<file path="config.mk">
export PLATFORM = sky130hd
export DESIGN_NAME = mealy_seq_detector
export DESIGN_NICKNAME = d
export VERILOG_FILES = /design/src/rtl/mealy_seq_pkg.sv /design/src/rtl/seq_match_counter.sv /design/src/rtl/mealy_seq_detector.sv
export SDC_FILE = /design/constraint.sdc
export NUM_CORES = 1
export LEC_CHECK = 0
export CAP_MARGIN = 0
export CORE_AREA = 4 4 41 43
export CTS_CLUSTER_SIZE = 10
export DETAILED_ROUTE_END_ITERATION = 8
export DIE_AREA = 0 0 45 47
export DONT_BUFFER_PORTS = 1
export SYNTH_ARGS = -nofsm -noshare
export SYNTH_HDL_FRONTEND = slang
export SYNTH_SLANG_ARGS = --single-unit
</file>
<file path="constraint.sdc">
create_clock -name clk -period 1.8 [get_ports clk]
set_input_delay 0.36 -clock clk [delete_from_list [all_inputs] [get_ports clk]]
set_output_delay 0.36 -clock clk [all_outputs]
set_load 0.02 [all_outputs]
</file>
<file path="src/rtl/mealy_seq_pkg.sv">
// mealy_seq_pkg: constant helpers that derive KMP next-state values for the serial pattern detector.
//   seq_state_w(len)              -> width of the state register for a len-bit pattern
//   seq_next(pattern,len,s,b)     -> leading pattern bits still matched after bit b arrives in state s
//   seq_border(pattern,len)       -> longest proper border of the full pattern (overlap restart)
package mealy_seq_pkg;

   localparam int SEQ_MAX_LEN = 16;

   function automatic int seq_state_w(input int len);
      return $clog2(len);
   endfunction

   // History is the first s pattern bits followed by b; the result is the longest k < len
   // whose last k history bits equal the first k pattern bits (bit [len-1] is first).
   function automatic int seq_next(input logic [SEQ_MAX_LEN-1:0] pattern, input int len,
                                   input int s, input logic b);
      int   r;
      int   i;
      logic ok;
      logic h;
      r = 0;
      for (int k = 1; k < len; k++) begin
         if (k <= s + 1) begin
            ok = 1'b1;
            for (int j = 0; j < k; j++) begin
               i = s + 1 - k + j;
               h = (i < s) ? pattern[len-1-i] : b;
               if (h != pattern[len-1-j]) ok = 1'b0;
            end
            if (ok) r = k;
         end
      end
      return r;
   endfunction

   // Feeding the final bit from the last state leaves exactly the longest proper border.
   function automatic int seq_border(input logic [SEQ_MAX_LEN-1:0] pattern, input int len);
      return seq_next(pattern, len, len - 1, pattern[0]);
   endfunction

endpackage

</file>
<file path="src/rtl/seq_match_counter.sv">
// seq_match_counter: saturating event counter with synchronous clear taking priority over increment.
//   clk, rst (async, active-high) | inc: count one event | clr: zero at next edge | cnt: current count
module seq_match_counter #(
   parameter int CNT_W = 8
) (
   input  logic             clk,
   input  logic             rst,
   input  logic             inc,
   input  logic             clr,
   output logic [CNT_W-1:0] cnt
);

   logic [CNT_W-1:0] cnt_q, cnt_d;

   always_comb cnt_d = clr ? '0 : (inc && cnt_q != '1) ? cnt_q + CNT_W'(1) : cnt_q;

   always_ff @(posedge clk or posedge rst)
      if (rst) cnt_q <= '0;
      else     cnt_q <= cnt_d;

   assign cnt = cnt_q;

endmodule

</file>
<file path="src/rtl/mealy_seq_detector.sv">
// mealy_seq_detector: parametrised Mealy detector for a PAT_LEN-bit serial pattern with a match counter.
//   clk, rst (async, active-high) | en: x is consumed only when high | x: serial bit
//   clr_cnt: sync clear of match_cnt | y: combinational match flag | match_cnt: saturating matches
//   state_o: number of leading pattern bits currently matched
module mealy_seq_detector
   import mealy_seq_pkg::*;
#(
   parameter int                 PAT_LEN = 4,
   parameter logic [PAT_LEN-1:0] PATTERN = 4'b1011,
   parameter bit                 OVERLAP = 1'b1,
   parameter int                 CNT_W   = 8
) (
   input  logic                            clk,
   input  logic                            rst,
   input  logic                            en,
   input  logic                            x,
   input  logic                            clr_cnt,
   output logic                            y,
   output logic [CNT_W-1:0]                match_cnt,
   output logic [seq_state_w(PAT_LEN)-1:0] state_o
);

   localparam int             SW      = seq_state_w(PAT_LEN);
   localparam int             NS      = 1 << SW;
   localparam logic [SW-1:0]  LAST    = SW'(PAT_LEN - 1);
   localparam logic [SW-1:0]  RESTART = OVERLAP ? SW'(seq_border(16'(PATTERN), PAT_LEN)) : '0;

   logic [SW-1:0] state_q, state_d;
   logic [SW-1:0] next_tbl [NS][2];

   if (PAT_LEN < 2 || PAT_LEN > SEQ_MAX_LEN) begin : g_bad_len
      $error("mealy_seq_detector: PAT_LEN must be in 2..16");
   end

   // Table covers every encoding so unreachable states fall back to 0 without a range check.
   for (genvar s = 0; s < NS; s++) begin : g_s
      for (genvar b = 0; b < 2; b++) begin : g_b
         if (s < PAT_LEN) begin : g_v
            assign next_tbl[s][b] = SW'(seq_next(16'(PATTERN), PAT_LEN, s, 1'(b)));
         end else begin : g_z
            assign next_tbl[s][b] = '0;
         end
      end
   end

   always_comb begin
      y       = en & ~rst & (state_q == LAST) & (x == PATTERN[0]);
      state_d = ~en ? state_q : y ? RESTART : next_tbl[state_q][x];
   end

   always_ff @(posedge clk or posedge rst)
      if (rst) state_q <= '0;
      else     state_q <= state_d;

   assign state_o = state_q;

   seq_match_counter #(.CNT_W(CNT_W)) u_cnt (
      .clk (clk),
      .rst (rst),
      .inc (y),
      .clr (clr_cnt),
      .cnt (match_cnt)
   );

endmodule

</file>
### Word level (Yosys, flattened, before mapping)

Index checks and enable logic that the tools add are counted.

* bits in registers: 10
* output and inout port bits: 11
* word-level logic and storage cells: 24
* input port bits: 5

* reductions and logical operators: 2
* mux-type cells: 9
* bitwise gates (word level): 6
* add/sub/neg operators: 1
* magnitude comparators: 2
* equal/unequal tests: 2

Operators by type and width (count)
* $mux 8: 2
* $add 8x1->8 const B: 1
* $bmux 4 s2: 1
* $mux 2: 4
* $mux 4: 2
* $ne 8x8->1 const B: 1
* $and 1x1->1: 3
* $ge 3x3->1 const B: 1
* $not 2->3: 1
* $eq 2x2->1 const B: 1
* $ge 2x2->1 const B: 1
* $not 1->2: 1
* $reduce_bool 2->1: 1
* $logic_and 1x1->1: 1
* $not 1->1: 1

### Depth between registers and ports, before layout

* depth after elaboration: 8
* mapped depth: 6
* mapped depth without buffers: 5

### Modules after synthesis

From an unflattened synthesis, not the netlist that was laid out.

* cell total of the unflattened synthesis: 59
* area total of the unflattened synthesis: 588.1 um^2

By module, submodules not included
* seq_match_counter: area each 493.0 um^2, cells an instance 49, seq. area each 200.2 um^2, instances 1
* mealy_seq_detector: area each 95.1 um^2, cells an instance 10, seq. area each 50.0 um^2, instances 1

### Worst setup path before layout

OpenSTA, ideal clock, no wires.

* path kind: register -> register
* from: reg state_q[0] (netlist: state_o[0])
* to: reg u_cnt.cnt_q[3] (netlist: u_cnt.cnt[3])
* period minus slack after synthesis: 1726 ps
* path buffers: 1
* cell stages (with the launch flop): 6
* library setup time: 78 ps
* path slack: 74 ps
* arrival: 1648 ps
* cells stage by stage: dfrtp_1 nand2_1 or3_1 buf_6 or4_1 a21oi_1

* cells in the longest elaborated chain, start to end: 5

Ends and longest elaborated chain
* from (decl): line mealy_seq_detector.sv:28 `logic [SW-1:0] state_q, state_d;`
* from (signal assigned): line mealy_seq_detector.sv:53 `else state_q <= state_d;`
* $eq 2x2->1: line mealy_seq_detector.sv:47 `y = en & ~rst & (state_q == LAST) & (x == PATTERN[0]);`
* $and 1x1->1 (2 in series): line mealy_seq_detector.sv:47
* $logic_and 1x1->1: line seq_match_counter.sv:15 `always_comb cnt_d = clr ? '0 : (inc && cnt_q != '1) ? cnt_q + CNT_W'(1) : cnt_q;`
* $reduce_bool 2->1 (no source line)
* to (signal assigned): line seq_match_counter.sv:19 `else cnt_q <= cnt_d;`
* to (decl): line seq_match_counter.sv:13 `logic [CNT_W-1:0] cnt_q, cnt_d;`

Every way passes these cells.
A chain may end at the register's enable or synchronous reset.

### Final worst setup path

* from: reg state_q[0] (netlist: state_o[0])
* to: out y

* cells in the longest elaborated chain, start to end: 3

Ends and longest elaborated chain
* $eq 2x2->1: line mealy_seq_detector.sv:47
* $and 1x1->1 (2 in series): line mealy_seq_detector.sv:47
* to (decl): line mealy_seq_detector.sv:18 `output logic y,`

Every way passes these cells.

==> impl_results.md <==
- Drt via density: 5.593
- Met3 global-route usage: 0.08429
- Reg-to-Reg Start: u_cnt.cnt[3]
- RSZ-0062 raised after global routing: no
- FMAX: 622.0 MHz
- Initial Util: 0.4260
- Final min period: 1.608 ns
- Clock latency on the worst-skew pair: 0.26 ns
- DR vias: 481
- Sequential area share after synthesis: 0.4515
- Number of detailed-route iterations in the first pass: 4
- Antenna Nets Post-Route: 0
- Die W: 45 um
- Site Rows: 13
- Final number of setup-violating endpoints: 0
- Max Cap Viol: 0
- Max_slew headroom: 0.7378
- R2R depth: 4
- Most frequent cells in the layout: dfrtp_1, a21oi_1, nor2_1
- Worst Setup End Kind: primary output
- CTS tree: yes
- Critical Path RT: 1.44 ns
- Crit path max-delay cell type: or3_4
- Detailed Place HPWL: 918.9 um
- Largest net degree at the start of global routing: 11
- Seq cells post-synth: 10
- Syn-to-layout area delta: 14.67%
- Num CTS Buffers: 3
- Worst r2r dst: u_cnt.cnt[5]
- Number of top-level pins: 16
- Gr usage total: 0.1315
- GR Overflow Total: 0
- Period utilisation layout: 0.8932
- DR iter-0 viols: 7
- Final Util: 0.4885
- Top cells by area, synth: dfrtp_1, a21oi_1, nand3_1
- H-tree depth: 1
- Final Skew: 0.003626 ns
- Setup TNS: 0 ns
- Status: finished, final reports clean
- IO buf count: 0
- CTS sink cnt: 10
- WHS Endpoint: u_cnt.cnt[1]
- Most common cell after layout, fill and taps aside: dfrtp_1
- Mapped Area: 554.3 um2
- Worst path top cell family by delay: simple AND/OR/NAND/NOR gates
- Antenna violations before repair: 0
- Avg Cell Area, Syn: 8.661 um2
- Sum of buffers and inverters on the critical path: 1
- Worst Hold Launch: clr_cnt
- Top Usage Layer GRT: met2
- Netlist cell types: 23
- Root buf cell: clkbuf_4
- Bufs on Longest Clock Path: 2
- Die Y: 47 um
- RePlAce Congestion: 0.7749
- Grt met2 use: 0.1864
- Drt drc: 0
- Critical-path cell list: nand2_1 -> or3_4 -> inv_4
- Setup Crit Path Kind: flip-flop to primary output
- Clock transition at the registers of the reported paths: 0.06 ns
- Post-CTS Setup Inserts: 0
- Post-Syn Instances: 64
- Post-synth top area share: 0.4515
- P per Cell Area: 665.0 nW/um2
- Post-synth top area cell: dfrtp_1
- Share of layout cells above drive strength 1: 0.2254
- First-pass GRT wire length: 1.959 mm
- ANT cells: 0
- Met1 usage: 0.1515
- Vias in the first global route: 430
- Final WL: 1.221 mm
- Critical Path AT: 1.25 ns
- Dpl cells: 82
- Routed len/inst: 14.20 um
- Worst Hold Depth: 1
- Hold WC Path Type: primary input to flip-flop
- VDD IR-drop max: 334.0 uV
- Net Count, Synth: 70
- Slew Limit Fails: 0
- Nets: 79
- Final cell count without fillers: 86
- Core Area: 1301 um2
- CP Launch Type: flip-flop
- Reg2Reg Setup Slack: 0.21 ns
- Fin. Hold Viols: 0
- CP max FO: 10
- Worst slew pin tran: 0.3929 ns
- Leak pwr: 0.2533 nW
- Yosys Warn Count: 0
- Die area: 2115 um2
- Power Total: 0.0004227 W
- Slowest stage delay, CP: 0.43 ns
[where the power goes]
part	leakage, nW	internal, W	switching (W)	total [W]
clock network	0.0138	0.0000773	0.0000760	0.000153
registers	0.136	0.000230	0.00000256	0.000233
logic	0.103	0.0000145	0.0000222	0.0000367
[worst max-delay path by stage]
stage / start / end / slack (ns) / cells past startpoint
floorplan: state_o[0] / u_cnt.cnt[3] / 0.07 / 5
global placement: en / u_cnt.cnt[3] / 0.17 / 4
detailed placement: en / u_cnt.cnt[3] / 0.13 / 4
CTS: state_o[0] / y / 0.03 / 3
global route: state_o[0] / y / 0.11 / 3
finish: state_o[0] / y / 0.19 / 3
[synth_stat cells, drive strengths merged]
cell type,n
nor2b,1
nor3b,1
nor2,6
nand3,5
nor3,1
a211oi,1
or3,3
inv,6
nand2,5
mux2,2
or4,1
a31o,1
o31ai,2
o21ai,4
nand4,3
or2,1
dfrtp,10
a21oi,7
buf,2
nor4,1
ha,1
[what timing repair did]
action                                  4_1_cts  5_1_grt
hold buffers                                  1        0
endpoints found under the setup margin        1        1
hold endpoints to repair                     10        0
resized for setup                             1        2
[layer usage]
metal  up-vias  wire [um]
li1        244          -
met1       222        553
met2        13        558
met3         2        101
met4         0          8
met5         -          0
[metrics by stage]
step | hold WS, ns | area (um2) | setup WS [ns]
detailed placement | 0.2570 | 595.6 | 0.1348
CTS | 0.1408 | 628.1 | 0.03036
finish | 0.1464 | 635.6 | 0.1923
global route | 0.1245 | 635.6 | 0.1060
global placement | 0.2584 | 595.6 | 0.1716
floorplan | 0.2002 | 554.3 | 0.07399
[cells by family (layout without fill, tap and decap cells)]
| logic type | Yosys count | count (layout) | synth area share |
|---|---|---|---|
| and+or+nand+nor | 28 | 28 | 0.2619 |
| muxes | 2 | 2 | 0.04063 |
| DFF | 10 | 10 | 0.4515 |
| buffers and inverters | 8 | 15 | 0.06771 |
| adders and majority gates | 1 | 1 | 0.02257 |
| AOI/OAI and AO/OA | 15 | 15 | 0.1558 |
[final cells by class]
class / instances / area [um2]
inverters: 6 / 25.02
flip-flops and latches: 10 / 250.2
fillers: 135 / 665.6
clock buffers: 3 / 22.52
well taps: 15 / 18.77
multi-input cells: 46 / 271.5
repair buffers: 6 / 47.55
[sequential cells by signal, summed over array words and instances (netlist names)]
name	count
u_cnt.cnt	8
state_o	2
(Power assumes the default switching activity.)
